## config.mk

```make
export PLATFORM = sky130hd
export DESIGN_NAME = regfile_port_arbiter
export DESIGN_NICKNAME = d
export VERILOG_FILES = /design/src/rtl/regfile_port_arbiter.sv
export SDC_FILE = /design/constraint.sdc
export NUM_CORES = 1
export LEC_CHECK = 0
export ABC_CLOCK_PERIOD_IN_PS = 1600
export BUFFER_PORTS_ARGS = -buffer_cell sky130_fd_sc_hd__buf_2
export CAP_MARGIN = 20
export CORE_UTILIZATION = 39
export CTS_CLUSTER_DIAMETER = 30
export CTS_CLUSTER_SIZE = 28
export DETAILED_ROUTE_END_ITERATION = 7
export MAX_ROUTING_LAYER = met4
export PLACE_DENSITY_LB_ADDON = 0.2
export SYNTH_ARGS = -nofsm -noshare
export SYNTH_HDL_FRONTEND = slang
export SYNTH_SLANG_ARGS = --single-unit
```

## constraint.sdc

```tcl
create_clock -name clk -period 1.6 [get_ports clk]
set_clock_uncertainty 0.1 [all_clocks]
set_input_delay 0.32 -clock clk [delete_from_list [all_inputs] [get_ports clk]]
set_output_delay 0.32 -clock clk [all_outputs]
set_load 0.01 [all_outputs]
```

## src/rtl/regfile_port_arbiter.sv

```systemverilog
// Single-port owner for the 16x16 register file: post-reset scrub, then round-robin
// sharing between the core datapath (req0) and the debug/host port (req1).
module regfile_port_arbiter #(
  parameter int unsigned WIDTH    = 16,
  parameter int unsigned REGBITS  = 4,
  parameter bit          SCRUB_EN = 1'b1
) (
  input  logic               clk,
  input  logic               reset,
  input  logic               req0,
  input  logic               we0,
  input  logic [REGBITS-1:0] ra10,
  input  logic [REGBITS-1:0] ra20,
  input  logic [WIDTH-1:0]   wd0,
  input  logic               req1,
  input  logic               we1,
  input  logic [REGBITS-1:0] ra11,
  input  logic [REGBITS-1:0] ra21,
  input  logic [WIDTH-1:0]   wd1,
  output logic               gnt0,
  output logic               gnt1,
  output logic [WIDTH-1:0]   rd10,
  output logic [WIDTH-1:0]   rd20,
  output logic [WIDTH-1:0]   rd11,
  output logic [WIDTH-1:0]   rd21,
  output logic               valid0,
  output logic               valid1,
  output logic               busy,
  output logic               rf_regwrite,
  output logic [REGBITS-1:0] rf_ra1,
  output logic [REGBITS-1:0] rf_ra2,
  output logic [WIDTH-1:0]   rf_wd,
  input  logic [WIDTH-1:0]   rf_rd1,
  input  logic [WIDTH-1:0]   rf_rd2
);

  typedef enum logic [0:0] {StScrub, StArb} state_e;

  localparam logic [REGBITS-1:0] LastReg = '1;
  localparam state_e ResetState = SCRUB_EN ? StScrub : StArb;

  state_e             state_q, state_d;
  logic [REGBITS-1:0] cnt_q, cnt_d;
  logic               last_q, last_d;  // 1 = requester 1 was granted most recently

  always_comb begin
    state_d     = state_q;
    cnt_d       = cnt_q;
    last_d      = last_q;
    gnt0        = 1'b0;
    gnt1        = 1'b0;
    busy        = 1'b0;
    rf_regwrite = 1'b0;
    rf_ra1      = '0;
    rf_ra2      = '0;
    rf_wd       = '0;
    if (!reset) begin
      // Port held quiet combinationally so an in-flight write cannot commit.
      busy = 1'b1;
    end else begin
      unique case (state_q)
        StScrub: begin
          busy        = 1'b1;
          rf_regwrite = 1'b1;
          rf_ra2      = cnt_q;
          cnt_d       = cnt_q + 1'b1;
          if (cnt_q == LastReg) state_d = StArb;
        end
        StArb: begin
          gnt0 = req0 & (~req1 | last_q);
          gnt1 = req1 & (~req0 | ~last_q);
          if (gnt0) begin
            rf_regwrite = we0;
            rf_ra1      = ra10;
            rf_ra2      = ra20;
            rf_wd       = wd0;
            last_d      = 1'b0;
          end else if (gnt1) begin
            rf_regwrite = we1;
            rf_ra1      = ra11;
            rf_ra2      = ra21;
            rf_wd       = wd1;
            last_d      = 1'b1;
          end
        end
      endcase
    end
  end

  always_ff @(posedge clk or negedge reset) begin
    if (!reset) begin
      state_q <= ResetState;
      cnt_q   <= '0;
      last_q  <= 1'b1;
    end else begin
      state_q <= state_d;
      cnt_q   <= cnt_d;
      last_q  <= last_d;
    end
  end

  // Read data is sampled at the grant edge, so a same-access write returns the old value.
  always_ff @(posedge clk or negedge reset) begin
    if (!reset) begin
      rd10   <= '0;
      rd20   <= '0;
      rd11   <= '0;
      rd21   <= '0;
      valid0 <= 1'b0;
      valid1 <= 1'b0;
    end else begin
      valid0 <= gnt0;
      valid1 <= gnt1;
      if (gnt0) begin
        rd10 <= rf_rd1;
        rd20 <= rf_rd2;
      end
      if (gnt1) begin
        rd11 <= rf_rd1;
        rd21 <= rf_rd2;
      end
    end
  end

endmodule

```

==> results.json, run 1 <==
{
  "outcome": "finished, violations left",
  "violations": "setup timing",
  "drc": 0,
  "fin_cells": 504,
  "ys_top_cells_by_area": "dfrtp_1 (60%), mux2_2 (25%), a22o_1 (5.9%)",
  "die_area_um2": 8000,
  "total_power_mw": 8.09,
  "max_slew_margin": 0.615,
  "drive_gt1_frac": 0.719,
  "num_vias": 2464,
  "power_density_nw_per_um2": 1790,
  "ant_nets": 0,
  "dp_hpwl_um": 5700,
  "synth_cell_type_count": 24,
  "place.gp.congestion": 0.700,
  "critPathLaunchType": "flip-flop",
  "synth_largest_area_cell": "dfrtp_1",
  "hold_viol": 0,
  "synth_edf_count": 0,
  "overflow": 0,
  "viasPerCell": 4.89,
  "place_inst": 479,
  "ys_warn_count": 0,
  "syn_area_per_cell_um2": 15.1,
  "end_kind": "primary output",
  "area.growth.synth_to_final_pct": 51.4,
  "wire_per_inst_um": 16.3,
  "fmax_mhz": 463,
  "cts_tree": "built",
  "fin_crit_ns": 2.16,
  "antenna_found_initial": 0,
  "port_buffers": 179,
  "critical_path_arrival_ns": 1.74,
  "worstMarginPinSlew_ns": 0.577,
  "post-route-period-util": 1.35,
  "ys_ff_latch": 72,
  "grt_pass1_wl_um": 11600,
  "clkTransAtPathRegs_ns": 0.08,
  "async_flop_share": 1.00,
  "peakVddDrop_v": 0.000924,
  "drt_iter0_drc": 79,
  "cts_buffers": 9,
  "insertion_delay_ns": 0.33,
  "cts.path.max_buffers": 2,
  "initial_core_util": 0.407,
  "cap_violations": 0,
  "crit_fanout": 21,
  "dr.pass1.iters": 4,
  "die_w_um": 89.4,
  "coreArea_um2": 7330,
  "rsz0062_at_grt": "yes",
  "drv_slew": 0,
  "grt_use_total": 0.205,
  "synth_top_area_share": 0.596,
  "seq_area_frac_synth": 0.605,
  "synth_cells": 197,
  "diodes": 0,
  "clock-sinks": 72,
  "cp_data_required_time_ns": 1.18,
  "tns_ns": -14.23,
  "grt_pass1_vias": 2293,
  "die_y_um": 89.4,
  "fp-row-count": 31,
  "setup_ws_ns": -0.560,
  "clockRootBuffer": "clkbuf_8",
  "finalInstanceArea_um2": 4510,
  "utilization": 0.616,
  "place_area_um2": 4110,
  "setup_viol": 46,
  "syn_area_um2": 2980,
  "leakagePower_nw": 2.34,
  "ioPinCount": 180,
  "hold_path_class": "input pin to asynchronous set/reset pin",
  "nNetsFinal": 488,
  "grt_max_degree": 47,
  "synth_fp_nets": 284,
  "synth-main-ff-cell": "dfrtp_1",
  "cts_max_level": 3,
  "routed_wirelength_um": 8230,
  "crit_type": "flip-flop to primary output"
}
==> routing by layer <==
layer / vias to the layer above / track usage / share of wire
met5: - / - / 0
met4: 0 / 0.0722 / 0.0089
met3: 8 / 0.0499 / 0.060
met2: 102 / 0.301 / 0.49
met1: 1219 / 0.277 / 0.44
li1: 1135 / - / -
==> report_power, final <==
| group | internal [mW] | switching, mW | total [mW] |
|---|---|---|---|
| Combinational | 1.94 | 1.56 | 3.50 |
| Sequential | 2.74 | 0.475 | 3.21 |
| Clock | 0.712 | 0.660 | 1.37 |
| Total | 5.39 | 2.69 | 8.09 |
==> cells in the final DEF, fill, tap and decap left out, types with 2 or more instances in the layout <==
| cell | count |
|---|---|
| buf_4 | 14 |
| mux2_4 | 11 |
| xnor2_1 | 2 |
| a221o_1 | 4 |
| and2_1 | 4 |
| a22o_1 | 20 |
| clkinvlp_4 | 2 |
| buf_2 | 175 |
| clkbuf_8 | 9 |
| buf_8 | 2 |
| nand4_1 | 2 |
| nand3_1 | 2 |
| buf_12 | 4 |
| clkinv_4 | 2 |
| mux2_2 | 54 |
| buf_6 | 8 |
| dfrtp_1 | 71 |
==> final cells by class <==
cell class	instances	area (um^2)
clock inverters	5	58.8
inverters	3	16.3
clock buffers	10	128
flip-flops and latches	72	1800
fillers	604	2820
multi-input cells	110	1160
well taps	99	124
repair buffers	205	1220
==> cells by family (layout without fill, tap and decap cells) <==
family	count (synthesis)	in the layout	synth area share
AOI/OAI and AO/OA	27	27	0.0802
xor gates and xnor gates	3	3	0.00881
adders and majority gates	1	1	0.00420
buffers and inverters	15	223	0.0285
DFF	72	72	0.605
muxes	65	65	0.245
and+or+nand+nor	14	14	0.0281
==> repair_timing <==
item	4_1_cts	5_1_grt
hold endpoints to repair	25	0
setup buffers	7	6
pin swaps	4	2
hold buffers	1	0
gates cloned	3	0
setup endpoints to repair	74	93
gates resized for setup	10	27
==> through the flow <==
stage | setup WS, ns | hold WS [ns]
6_report | -0.560 | 0.0326
5_1_grt | -0.623 | 0.0756
4_1_cts | -0.540 | 0.0450
3_5_place_dp | -0.225 | 0.193
3_3_place_gp | -0.188 | 0.196
2_1_floorplan | -0.152 | -0.0756
==> synthesized netlist by cell type (all sizes together), types with 2 or more instances <==
cell and number:
buf 11, dfrtp 71, a22o 20, nand3 2, and2 4, nand2 3, nand4 3, a221o 4
mux2 65, inv 3, xnor2 2
==> final timing paths <==
path,cells after the start,end,start,slack [ns]
setup reg to reg,6,rd10[6]$_DFFE_PN0P_,last_q$_DFFE_PN1P_,-0.11
hold reg to reg,1,cnt_q[3]$_DFFE_PN0P_,cnt_q[3]$_DFFE_PN0P_,0.39
hold / removal,2,rd21[15]$_DFFE_PN0P_,reset,0.03
setup / recovery,6,rf_wd[7],last_q$_DFFE_PN1P_,-0.56
min in group clk,2,rd10[15]$_DFFE_PN0P_,rf_rd1[15],0.12
max in group asynchronous,3,last_q$_DFFE_PN1P_,reset,0.92
==> registers in the layout, indices dropped and copies added, names as in the netlist <==
signal and count:
rd10 16, rd11 16, rd20 16, rd21 16
cnt_q 4, last_q 1, state_q 1, valid0 1
valid1 1
==> worst max-delay path, cell delays in order (launching register included) <==
cell     delay, ns
dfstp_2       0.56
nand2_2       0.05
nand4_1       0.11
inv_2         0.11
buf_12        0.17
a22o_1        0.25
buf_2         0.15
Power figures use the tool's default switching activity.
==> run 2: changes to the inputs <==
--- a/config.mk
+++ b/config.mk
@@ -5,10 +5,10 @@
 export SDC_FILE = /design/constraint.sdc
 export NUM_CORES = 1
 export LEC_CHECK = 0
-export ABC_CLOCK_PERIOD_IN_PS = 1600
+export ABC_CLOCK_PERIOD_IN_PS = 2800
 export BUFFER_PORTS_ARGS = -buffer_cell sky130_fd_sc_hd__buf_2
 export CAP_MARGIN = 20
-export CORE_UTILIZATION = 39
+export CORE_UTILIZATION = 46
 export CTS_CLUSTER_DIAMETER = 30
 export CTS_CLUSTER_SIZE = 28
 export DETAILED_ROUTE_END_ITERATION = 7
==> constraint.sdc (replaced) <==
create_clock -name clk -period 2.8 [get_ports clk]
set_clock_uncertainty 0.1 [all_clocks]
set_input_delay 0.56 -clock clk [delete_from_list [all_inputs] [get_ports clk]]
set_output_delay 0.56 -clock clk [all_outputs]
set_load 0.01 [all_outputs]
==> results.json, run 2 (synthesized netlist as in run 1, its figures left out) <==
{
  "outcome": "complete, no violations",
  "crit_type": "flip-flop to primary output",
  "ff2ff_path_depth": 5,
  "fin_cells": 464,
  "crit_chain": "nand2b_1, nand4_2, inv_2, a221o_1, buf_2",
  "drive_gt1_frac": 0.694,
  "final_common_cell": "buf_2",
  "drv_slew": 0,
  "wire_per_inst_um": 16.4,
  "dr.pass1.iters": 4,
  "routed_wirelength_um": 7600,
  "switching_share": 0.322,
  "max_stage_delay_ns": 0.54,
  "r2r_start": "last_q$_DFFE_PN1P_",
  "power_density_nw_per_um2": 1070,
  "overflow": 0,
  "post-route-period-util": 0.898,
  "place_ws_ns": 0.464,
  "port_buffers": 179,
  "final_cell_mix": "buf_2 (178), dfrtp_1 (71), mux2_2 (65)",
  "fin_crit_ns": 2.51,
  "hold_path_class": "input pin to asynchronous set/reset pin",
  "place_area_um2": 3970,
  "antenna_found_initial": 0,
  "area.growth.synth_to_final_pct": 41.4,
  "dp_hpwl_um": 5770,
  "place_inst": 447,
  "grt_pass1_vias": 2340,
  "cts_buffers": 9,
  "die_y_um": 82.5,
  "cts_tree": "built",
  "die_w_um": 82.5,
  "critical_path_arrival_ns": 1.85,
  "cp_slowest_cell": "dfstp_2",
  "max_slew_margin": 0.636,
  "rrSetupSlack_ns": 0.79,
  "peakVddDrop_v": 0.000634,
  "finalInstanceArea_um2": 4220,
  "grt_pass1_wl_um": 11000,
  "clockPowerShare": 0.209,
  "grt_max_degree": 45,
  "worstMarginPinSlew_ns": 0.546,
  "fp-row-count": 28,
  "clock-sinks": 72,
  "grt_use_total": 0.235,
  "tns_ns": 0,
  "diodes": 0,
  "switchingPower_mw": 1.45,
  "cp_data_required_time_ns": 2.14,
  "initial_core_util": 0.489,
  "critPathLaunchType": "flip-flop",
  "drt_iter0_drc": 74,
  "coreArea_um2": 6100,
  "setup_ws_ns": 0.287,
  "p_int_mw": 3.07,
  "end_kind": "primary output",
  "cts_max_level": 3,
  "leakagePower_nw": 2.20,
  "fmax_mhz": 398,
  "place.gp.congestion": 0.746,
  "total_power_mw": 4.52,
  "insertion_delay_ns": 0.34,
  "p_comb_frac": 0.385,
  "crit_fanout": 28,
  "cts.path.max_buffers": 2,
  "viasPerCell": 5.21,
  "ant_nets": 0,
  "cap_violations": 0,
  "ioPinCount": 180,
  "r2r_end": "rd10[13]$_DFFE_PN0P_",
  "clockRootBuffer": "clkbuf_8",
  "clkTransAtPathRegs_ns": 0.07,
  "setup_viol": 0,
  "drc": 0,
  "seqPwrFrac": 0.406,
  "nNetsFinal": 471,
  "rsz0062_at_grt": "no",
  "num_vias": 2419,
  "die_area_um2": 6810,
  "hold_viol": 0,
  "cts_setup_buffers": 0
}
## run 2: cell count changes in the layout (fill, tap and decap cells not counted), moves of 2 or more
cell        previous run  this run
buf_12                 4         1
buf_2                175       178
buf_4                 14         8
buf_6                  8         0
buf_8                  2         0
clkbuf_8               9        12
clkinv_4               2         0
clkinvlp_4             2         0
mux2_2                54        65
mux2_4                11         0
nand2_1                1         3
## run 2: worst max path at each step
| stage | startpoint | to |
|---|---|---|
| after floorplan | req0 | rf_ra2[0] |
| after global placement | reset | rf_ra1[3] |
| after detailed placement | reset | rf_ra1[3] |
| after CTS | last_q$_DFFE_PN1P_ | rf_ra1[3] |
| after global routing | last_q$_DFFE_PN1P_ | rf_ra2[3] |
| final | last_q$_DFFE_PN1P_ | rf_ra2[1] |
## run 2: area by class of cell
type                            count  area, um^2
Fill cell                         465        1880
Sequential cell                    72        1800
Multi-Input combinational cell    110        1090
Timing Repair Buffer              188         981
Clock buffer                       14         173
Tap cell                           75        93.8
Clock inverter                      2        60.1
Inverter                            3        11.3
## run 2: worst max-delay path, delay by kind of cell, from the launching register on
family,cells,cell delay (ns)
buffers and inverters,2,0.48
AND/OR/NAND/NOR,2,0.26
AO/OA/AOI/OAI,1,0.22
flip-flops,1,0.54
## run 2: what timing repair did
action	CTS	global route
hold endpoints to repair	7	0
resized for setup	0	0
hold buffers	1	0
## run 2: metal layers
layer  global-route usage  routed length, um  part of all wire
met1                0.245               2840              0.37
met2                0.428               4140              0.54
met3               0.0582                500             0.066
met4               0.0879                119             0.016
met5                    -                  0                 0
## run 2: through the flow
step | util | hold slack, ns
floorplan | - | 0.164
global placement | 0.652 | 0.308
detailed placement | 0.652 | 0.311
CTS | 0.692 | 0.0887
global route | 0.692 | 0.0868
finish | 0.692 | 0.104
## run 2: power by group through the flow
stage / registers, mW / logic, mW / clock network, mW
2_1_floorplan: 2.07 / 0.745 / 0
3_3_place_gp: 1.83 / 1.73 / 0
3_5_place_dp: 1.85 / 1.76 / 0
4_1_cts: 1.84 / 1.77 / 0.963
5_1_grt: 1.91 / 1.90 / 0.997
6_report: 1.84 / 1.74 / 0.943
